`src/rtl/grid_io_multi_subtile.sv`:
```
// Perimeter I/O tile: NUM_SUBTILES embedded-I/O subtiles configured by one chain segment,
// with polarity inversion, optional input register and a chain-length check gating the pads.
module grid_io_multi_subtile #(
  parameter int NUM_SUBTILES = 2,
  parameter int CFG_BITS     = 3
) (
  input  logic                    prog_clk,
  input  logic                    prog_reset,
  input  logic                    IO_ISOL_N,
  input  logic                    cfg_en,
  input  logic                    ccff_head,
  output logic                    ccff_tail,
  input  logic [0:NUM_SUBTILES-1] gfpga_pad_EMBEDDED_IO_ISOLN_SOC_IN,
  output logic [0:NUM_SUBTILES-1] gfpga_pad_EMBEDDED_IO_ISOLN_SOC_OUT,
  output logic [0:NUM_SUBTILES-1] gfpga_pad_EMBEDDED_IO_ISOLN_SOC_DIR,
  input  logic [0:NUM_SUBTILES-1] fabric_outpad,
  output logic [0:NUM_SUBTILES-1] fabric_inpad,
  output logic                    cfg_done,
  output logic                    cfg_err
);

  localparam int L  = CFG_BITS * NUM_SUBTILES;
  localparam int CW = $clog2(L + 2);
  localparam logic [CW-1:0] CNT_LEN = CW'(L);
  localparam logic [CW-1:0] CNT_MAX = CW'(L + 1);
  localparam logic [CW-1:0] CNT_ONE = CW'(1);

  typedef enum logic [1:0] {IDLE, SHIFT, DONE, ERR} state_t;

  state_t                  state;
  state_t                  state_next;
  logic [L-1:0]            cfg;
  logic [CW-1:0]           cnt;
  logic [0:NUM_SUBTILES-1] q;
  logic                    active;

  always_ff @(posedge prog_clk) begin
    if (prog_reset) begin
      state <= IDLE;
      cfg   <= '0;
      cnt   <= '0;
      q     <= '0;
    end else begin
      state <= state_next;
      if (cfg_en) begin
        cfg <= {cfg[L-2:0], ccff_head};
        // A fresh burst restarts the count; within a burst it saturates at L+1 so overlong is detectable.
        if (state != SHIFT) cnt <= CNT_ONE;
        else if (cnt != CNT_MAX) cnt <= cnt + CNT_ONE;
      end
      // The input register keeps sampling while isolated so it is valid on release.
      for (int k = 0; k < NUM_SUBTILES; k++)
        q[k] <= gfpga_pad_EMBEDDED_IO_ISOLN_SOC_IN[k] ^ cfg[CFG_BITS*k+1];
    end
  end

  always_comb begin
    state_next = state;
    cfg_done   = 1'b0;
    cfg_err    = 1'b0;
    case (state)
      IDLE:    if (cfg_en) state_next = SHIFT;
      SHIFT:   if (!cfg_en) state_next = (cnt == CNT_LEN) ? DONE : ERR;
      DONE: begin
        cfg_done = 1'b1;
        if (cfg_en) state_next = SHIFT;
      end
      ERR: begin
        cfg_err = 1'b1;
        if (cfg_en) state_next = SHIFT;
      end
      default: state_next = IDLE;
    endcase
  end

  assign active    = (state == DONE) & IO_ISOL_N;
  assign ccff_tail = cfg[L-1];

  always_comb begin
    gfpga_pad_EMBEDDED_IO_ISOLN_SOC_DIR = '1;
    gfpga_pad_EMBEDDED_IO_ISOLN_SOC_OUT = '0;
    fabric_inpad                        = '0;
    for (int k = 0; k < NUM_SUBTILES; k++) begin
      if (active) begin
        gfpga_pad_EMBEDDED_IO_ISOLN_SOC_DIR[k] = cfg[CFG_BITS*k];
        if (cfg[CFG_BITS*k]) begin
          fabric_inpad[k] = cfg[CFG_BITS*k+2] ? q[k]
                          : (gfpga_pad_EMBEDDED_IO_ISOLN_SOC_IN[k] ^ cfg[CFG_BITS*k+1]);
        end else begin
          gfpga_pad_EMBEDDED_IO_ISOLN_SOC_OUT[k] = fabric_outpad[k] ^ cfg[CFG_BITS*k+1];
        end
      end
    end
  end

endmodule

```
`config.mk`:
```
export PLATFORM = sky130hd
export DESIGN_NAME = grid_io_multi_subtile
export DESIGN_NICKNAME = d
export VERILOG_FILES = /design/src/rtl/grid_io_multi_subtile.sv
export SDC_FILE = /design/constraint.sdc
export NUM_CORES = 1
export LEC_CHECK = 0
export CORE_UTILIZATION = 44
export CTS_CLUSTER_DIAMETER = 30
export DETAILED_ROUTE_END_ITERATION = 10
export GPL_ROUTABILITY_DRIVEN = 0
export PLACE_DENSITY = 0.75
export SYNTH_ARGS = -nofsm -noshare
export SYNTH_HDL_FRONTEND = slang
export SYNTH_SLANG_ARGS = --single-unit
```
`constraint.sdc`:
```
create_clock -name prog_clk -period 1.8 [get_ports prog_clk]
set_clock_uncertainty 0.1 [all_clocks]
set_input_delay 0.36 -clock prog_clk [delete_from_list [all_inputs] [get_ports prog_clk]]
set_output_delay 0.36 -clock prog_clk [all_outputs]
set_load 0.005 [all_outputs]
```
Word level (Yosys, flattened, before mapping):

Cells that the tools add are included.

* flip-flop bits (word level): 13
* output and inout bits: 9
* memory bits (writable): 0
* memory bits (read-only): 0
* bits in latches: 0
* memories kept: 0
* word-level logic and storage cells: 43
* input bits: 9

* multiply operators: 0
* magnitude comparators: 0
* bitwise logic cells: 5
* shifts and indexed selects: 0
* $add $sub $neg: 1
* eq/ne operators: 8
* div/mod/pow operators: 0
* reduce and logical (&&, ||, !) cells: 5
* multiplexer cells: 20

Operators with widths (count)
* 1-bit two-way mux: 15
* 3-bit two-way mux: 2
* 2-bit == test, second input constant: 2
* 2-bit two-way mux: 2
* 2-bit by 1-bit != test with 1-bit output, second input constant: 2
* 2-bit one-hot mux with 2 select lines: 1
* 2-bit AND reduction: 2
* 1-bit bitwise XOR: 4
* 3-bit by 1-bit adder with 3-bit output, second input constant: 1
* 3-bit == test, second input constant: 1
* 3-bit != test, second input constant: 1
* 3-bit OR reduction: 1
* 2-bit by 1-bit == test with 1-bit output, second input constant: 1
* 2-bit logical NOT: 1
* 2-bit != test, second input constant: 1
* 2-bit nonzero test: 1
* 1-bit AND: 1

Longest topological paths before layout:

* depth in word-level cells: 4
* gate-level depth with buffers: 5
* depth with buffers taken out: 5

Least setup slack after synthesis:

Ideal clock, no wire load.

* path kind: register to output
* start: register state[1]
* end: output fabric_inpad[1] (netlist bit)
* data required time: 1.340 ns
* stages on the path, launching flop included: 4
* path buffers: 0
* slack: 0.487 ns
* arrival: 0.853 ns
* cells stage by stage: dfxtp_1 -> nor2b_2 -> and2_4 -> and3_1

* longest elaborated chain between the ends: 3

Ends and longest elaborated chain
* start, declared: RTL line 30 `state_t state;`
* start signal, assigned: RTL line 44 `state <= state_next;`
* 2-bit == test: RTL line 76 `assign active = (state == DONE) & IO_ISOL_N;`
* 1-bit AND: RTL line 76
* 1-bit two-way mux: RTL line 84 `if (active) begin`
* end, declared: RTL line 17 `output logic [0:NUM_SUBTILES-1] fabric_inpad,`

No other way between the ends.

Worst setup path after layout:

* start: register state[1]
* end: output cfg_done

* longest elaborated chain between the ends: 2

Ends and longest elaborated chain
* 2-bit == test: RTL line 61 `case (state)`
* 1-bit two-way mux: RTL line 61
* end, declared: RTL line 18 `output logic cfg_done,`

No other way between the ends.

==> results by group <==
Outcome
  • Run status: finished clean

Placement
  • Placed Area: 858 um^2
  • DP Cell Count: 102
  • Buffers on Ports: 17
  • Dpl hpwl: 925 um

Synth
  • Top post-synthesis cells by count: dfxtp_1 (13), nor2_1 (10), mux2i_1 (6)
  • Gate Count Post-Synth: 66
  • FF+latch count, synth: 13
  • Post-synthesis simple-gate area fraction: 24.0%
  • Count leader, synth: dfxtp_1
  • Synth warn: 0
  • FFs w/ async S/R, synth: 0%
  • Proportion of synthesized area in mux cells: 9.62%
  • Syn_nets: 78
  • Largest family of logic cells by synthesized area: simple AND/OR/NAND/NOR gates
  • Fraction of the mapped netlist area in compound gates: 10.4%
  • Yosys cell types: 22
  • Synth area leaders: dfxtp_1 (42%), mux2i_1 (9.6%), ha_1 (6.0%)
  • Syn_area_per_cell: 9.46 um^2
  • Yosys top cell area share: 41.7%
  • Post-Synthesis Cell Area: 624 um^2
  • Post-synth EDFFs: 0
  • Cell taking the most area after synthesis: dfxtp_1
  • Most used DFF post-synth: dfxtp_1
  • Sequential fraction of the synthesis area: 41.7%
  • Post-synthesis adder-cell area fraction: 6.01%
  • Synth Area in XOR/XNOR: 5.61%

STA
  • RSZ-0062 raised after global routing: no
  • Fmax: 0.584 GHz
  • Headroom to the max-slew limit: 63.7%
  • Final hold slack: 0.402 ns
  • Slew Limit Fails: 0
  • Period utilization: 95.2%
  • Final setup fails: 0
  • Post-layout min period: 1.71 ns
  • Worst slew pin tran: 0.543 ns
  • Hold Vio Cnt, Final: 0

Setup path
  • Required @ worst endpoint: 1.34 ns
  • Crit. End Element: output port
  • WP data arrival: 1.25 ns
  • Critical Path Fanout Max: 3
  • FF-to-FF setup slack: 0.38 ns
  • Worst setup SP type: register
  • FF-to-FF path depth: 5
  • R2R Path End: cnt[1]
  • R2R Path Start: cnt[0]
  • Crit Path Class: register to output port

Power and ir drop
  • PD cells: 629 nW/um^2
  • Cell-internal power: 0.000440 W
  • Net Sw Power: 0.000132 W
  • Flop pwr share: 53.8%
  • Clock share of power: 30.5%
  • Comb power frac: 15.7%
  • Maximum vdd drop: 332 uV
  • Static Leak: 0.401 nW
  • Final Power: 0.000572 W
  • Sw Ratio: 23.1%

Floorplan
  • Total core area: 1320 um^2
  • Initial Utilization: 47.4%
  • Num rows: 13
  • Top-level I/O count: 18
  • Die height: 39.7 um
  • Full die area: 1570 um^2
  • Die Wd: 39.7 um

Hold path
  • WHS Path Cells: 4
  • Hold EP: q[1]
  • Worst Hold Class: input port to register
  • Hold path start: gfpga_pad_EMBEDDED_IO_ISOLN_SOC_IN[1]

Clock tree
  • Clock Path Buffers: 2
  • CTS Buf Count: 3
  • Clock Latency Late Sink: 0.26 ns
  • CTS Root Cell: clkbuf_4
  • Clk sinks: 13
  • Htree depth: 1
  • Reg clk slew, reported paths: 0.08 ns
  • CTS tree: yes

Drt
  • Drt via density: 5.02
  • WL per Instance: 12.1 um
  • ANT nets after route: 0
  • Initial drt markers: 2
  • DRC: 0
  • Post-Route WL: 1320 um
  • Vias: 547
  • Router iterations before antenna repair: 2

Cells and area
  • Layout cells sized above 1: 26.6%
  • Design Area, Final: 910 um^2
  • Nets: 107
  • Finished Layout Cells: 109
  • Synthesis-to-finish area growth: 45.7%
  • Inserted Diodes: 0

GRT
  • Largest net degree at the start of global routing: 14
  • Initial antenna violation count: 0
  • First-pass GRT wire length: 2120 um
  • Vias in the first global route: 458
  • Grt ovf: 0
  • Total track usage: 20.3%

Job
  • # Max-Cap Violations: 0
==> state kept, by name (all words and copies together) (netlist names) <==
| name | flops |
|---|---|
| q | 2 |
| cnt | 3 |
| state | 2 |
| cfg | 6 |
==> cell type report <==
class | instances | area (um^2)
well taps | 15 | 18.8
fillers | 113 | 408
clock buffers | 4 | 26.3
repair buffers | 26 | 231
multi-input cells | 50 | 365
flip-flops and latches | 13 | 264
inverters | 1 | 3.75
==> cell usage in the layout (no fill, tap or decap), drive strengths merged <==
cell type and n:
mux2i 6, nor2b 1, and3 2, dfxtp 13, o21ai 2, nor2 10
clkdlybuf4s50 7, a211oi 1, ha 3, nand2 4, and2 2, nand2b 3
dlygate4sd2 4, and4bb 1, clkbuf 7, inv 1, nand3b 2, buf 10
clkdlybuf4s15 1, dlymetal6s2s 1, xnor2 4, a21bo 2, nor3 3, a21oi 4
==> worst max-delay path, stage by stage (launching register included) <==
cell and delay (ns):
dfxtp_2 0.33, nor2b_4 0.15, clkdlybuf4s50_1 0.50
==> per-stage QoR <==
stage	setup slack, ns	utilization, %	TNS, ns
after floorplan	0.487	-	0
after global placement	-0.388	65.1	-1.77
after detailed placement	-0.402	65.1	-1.86
after CTS	-0.157	69.1	-0.157
after global routing	0.00889	69.0	0
final	0.0872	69.0	0
==> how the worst max path moves through the flow <==
stage,start,to,slack [ns],cells after the start
2_1_floorplan,state[1],fabric_inpad[1],0.49,3
3_3_place_gp,gfpga_pad_EMBEDDED_IO_ISOLN_SOC_IN[1],fabric_inpad[1],-0.39,5
3_5_place_dp,gfpga_pad_EMBEDDED_IO_ISOLN_SOC_IN[1],fabric_inpad[1],-0.40,5
4_1_cts,gfpga_pad_EMBEDDED_IO_ISOLN_SOC_IN[1],fabric_inpad[1],-0.16,5
5_1_grt,state[1],cfg_done,0.009,2
6_report,state[1],cfg_done,0.09,2
==> routing by layer <==
| layer | up-vias | GRT usage [%] | part of all wire, % | wire length, um |
|---|---|---|---|---|
| met5 | - | 0 | 0 | 0 |
| met4 | 0 | 10.3 | 0.83 | 11 |
| met3 | 2 | 3.41 | 3.3 | 43 |
| met2 | 10 | 31.6 | 48 | 640 |
| met1 | 256 | 26.6 | 47 | 626 |
| li1 | 279 | - | - | - |
==> repair_timing <==
item	CTS	global route
hold endpoints to repair	0	0
hold buffers	0	0
buffers inserted	3	0
gates cloned	0	0
gates resized for setup	18	11
pin swaps	5	3
setup endpoints to repair	7	5
==> cell families (layout without fill, tap and decap cells) <==
logic type | after synthesis | count (layout)
AO/OA/AOI/OAI | 9 | 9
flip-flops | 13 | 13
XOR/XNOR | 4 | 4
buffers and inverters | 3 | 31
adder cells (fa/ha/maj) | 3 | 3
multiplexers | 6 | 6
AND/OR/NAND/NOR | 28 | 28
==> power by group through the flow <==
stage	Sequential [W]	Combinational, W	Clock, W
global route	0.000310	0.0000966	0.000193
detailed placement	0.000312	0.0000803	0
finish	0.000308	0.0000895	0.000175
global placement	0.000312	0.0000789	0
CTS	0.000307	0.0000877	0.000180
floorplan	0.000312	0.0000357	0
Note: power is estimated with default switching activity, not from simulation.
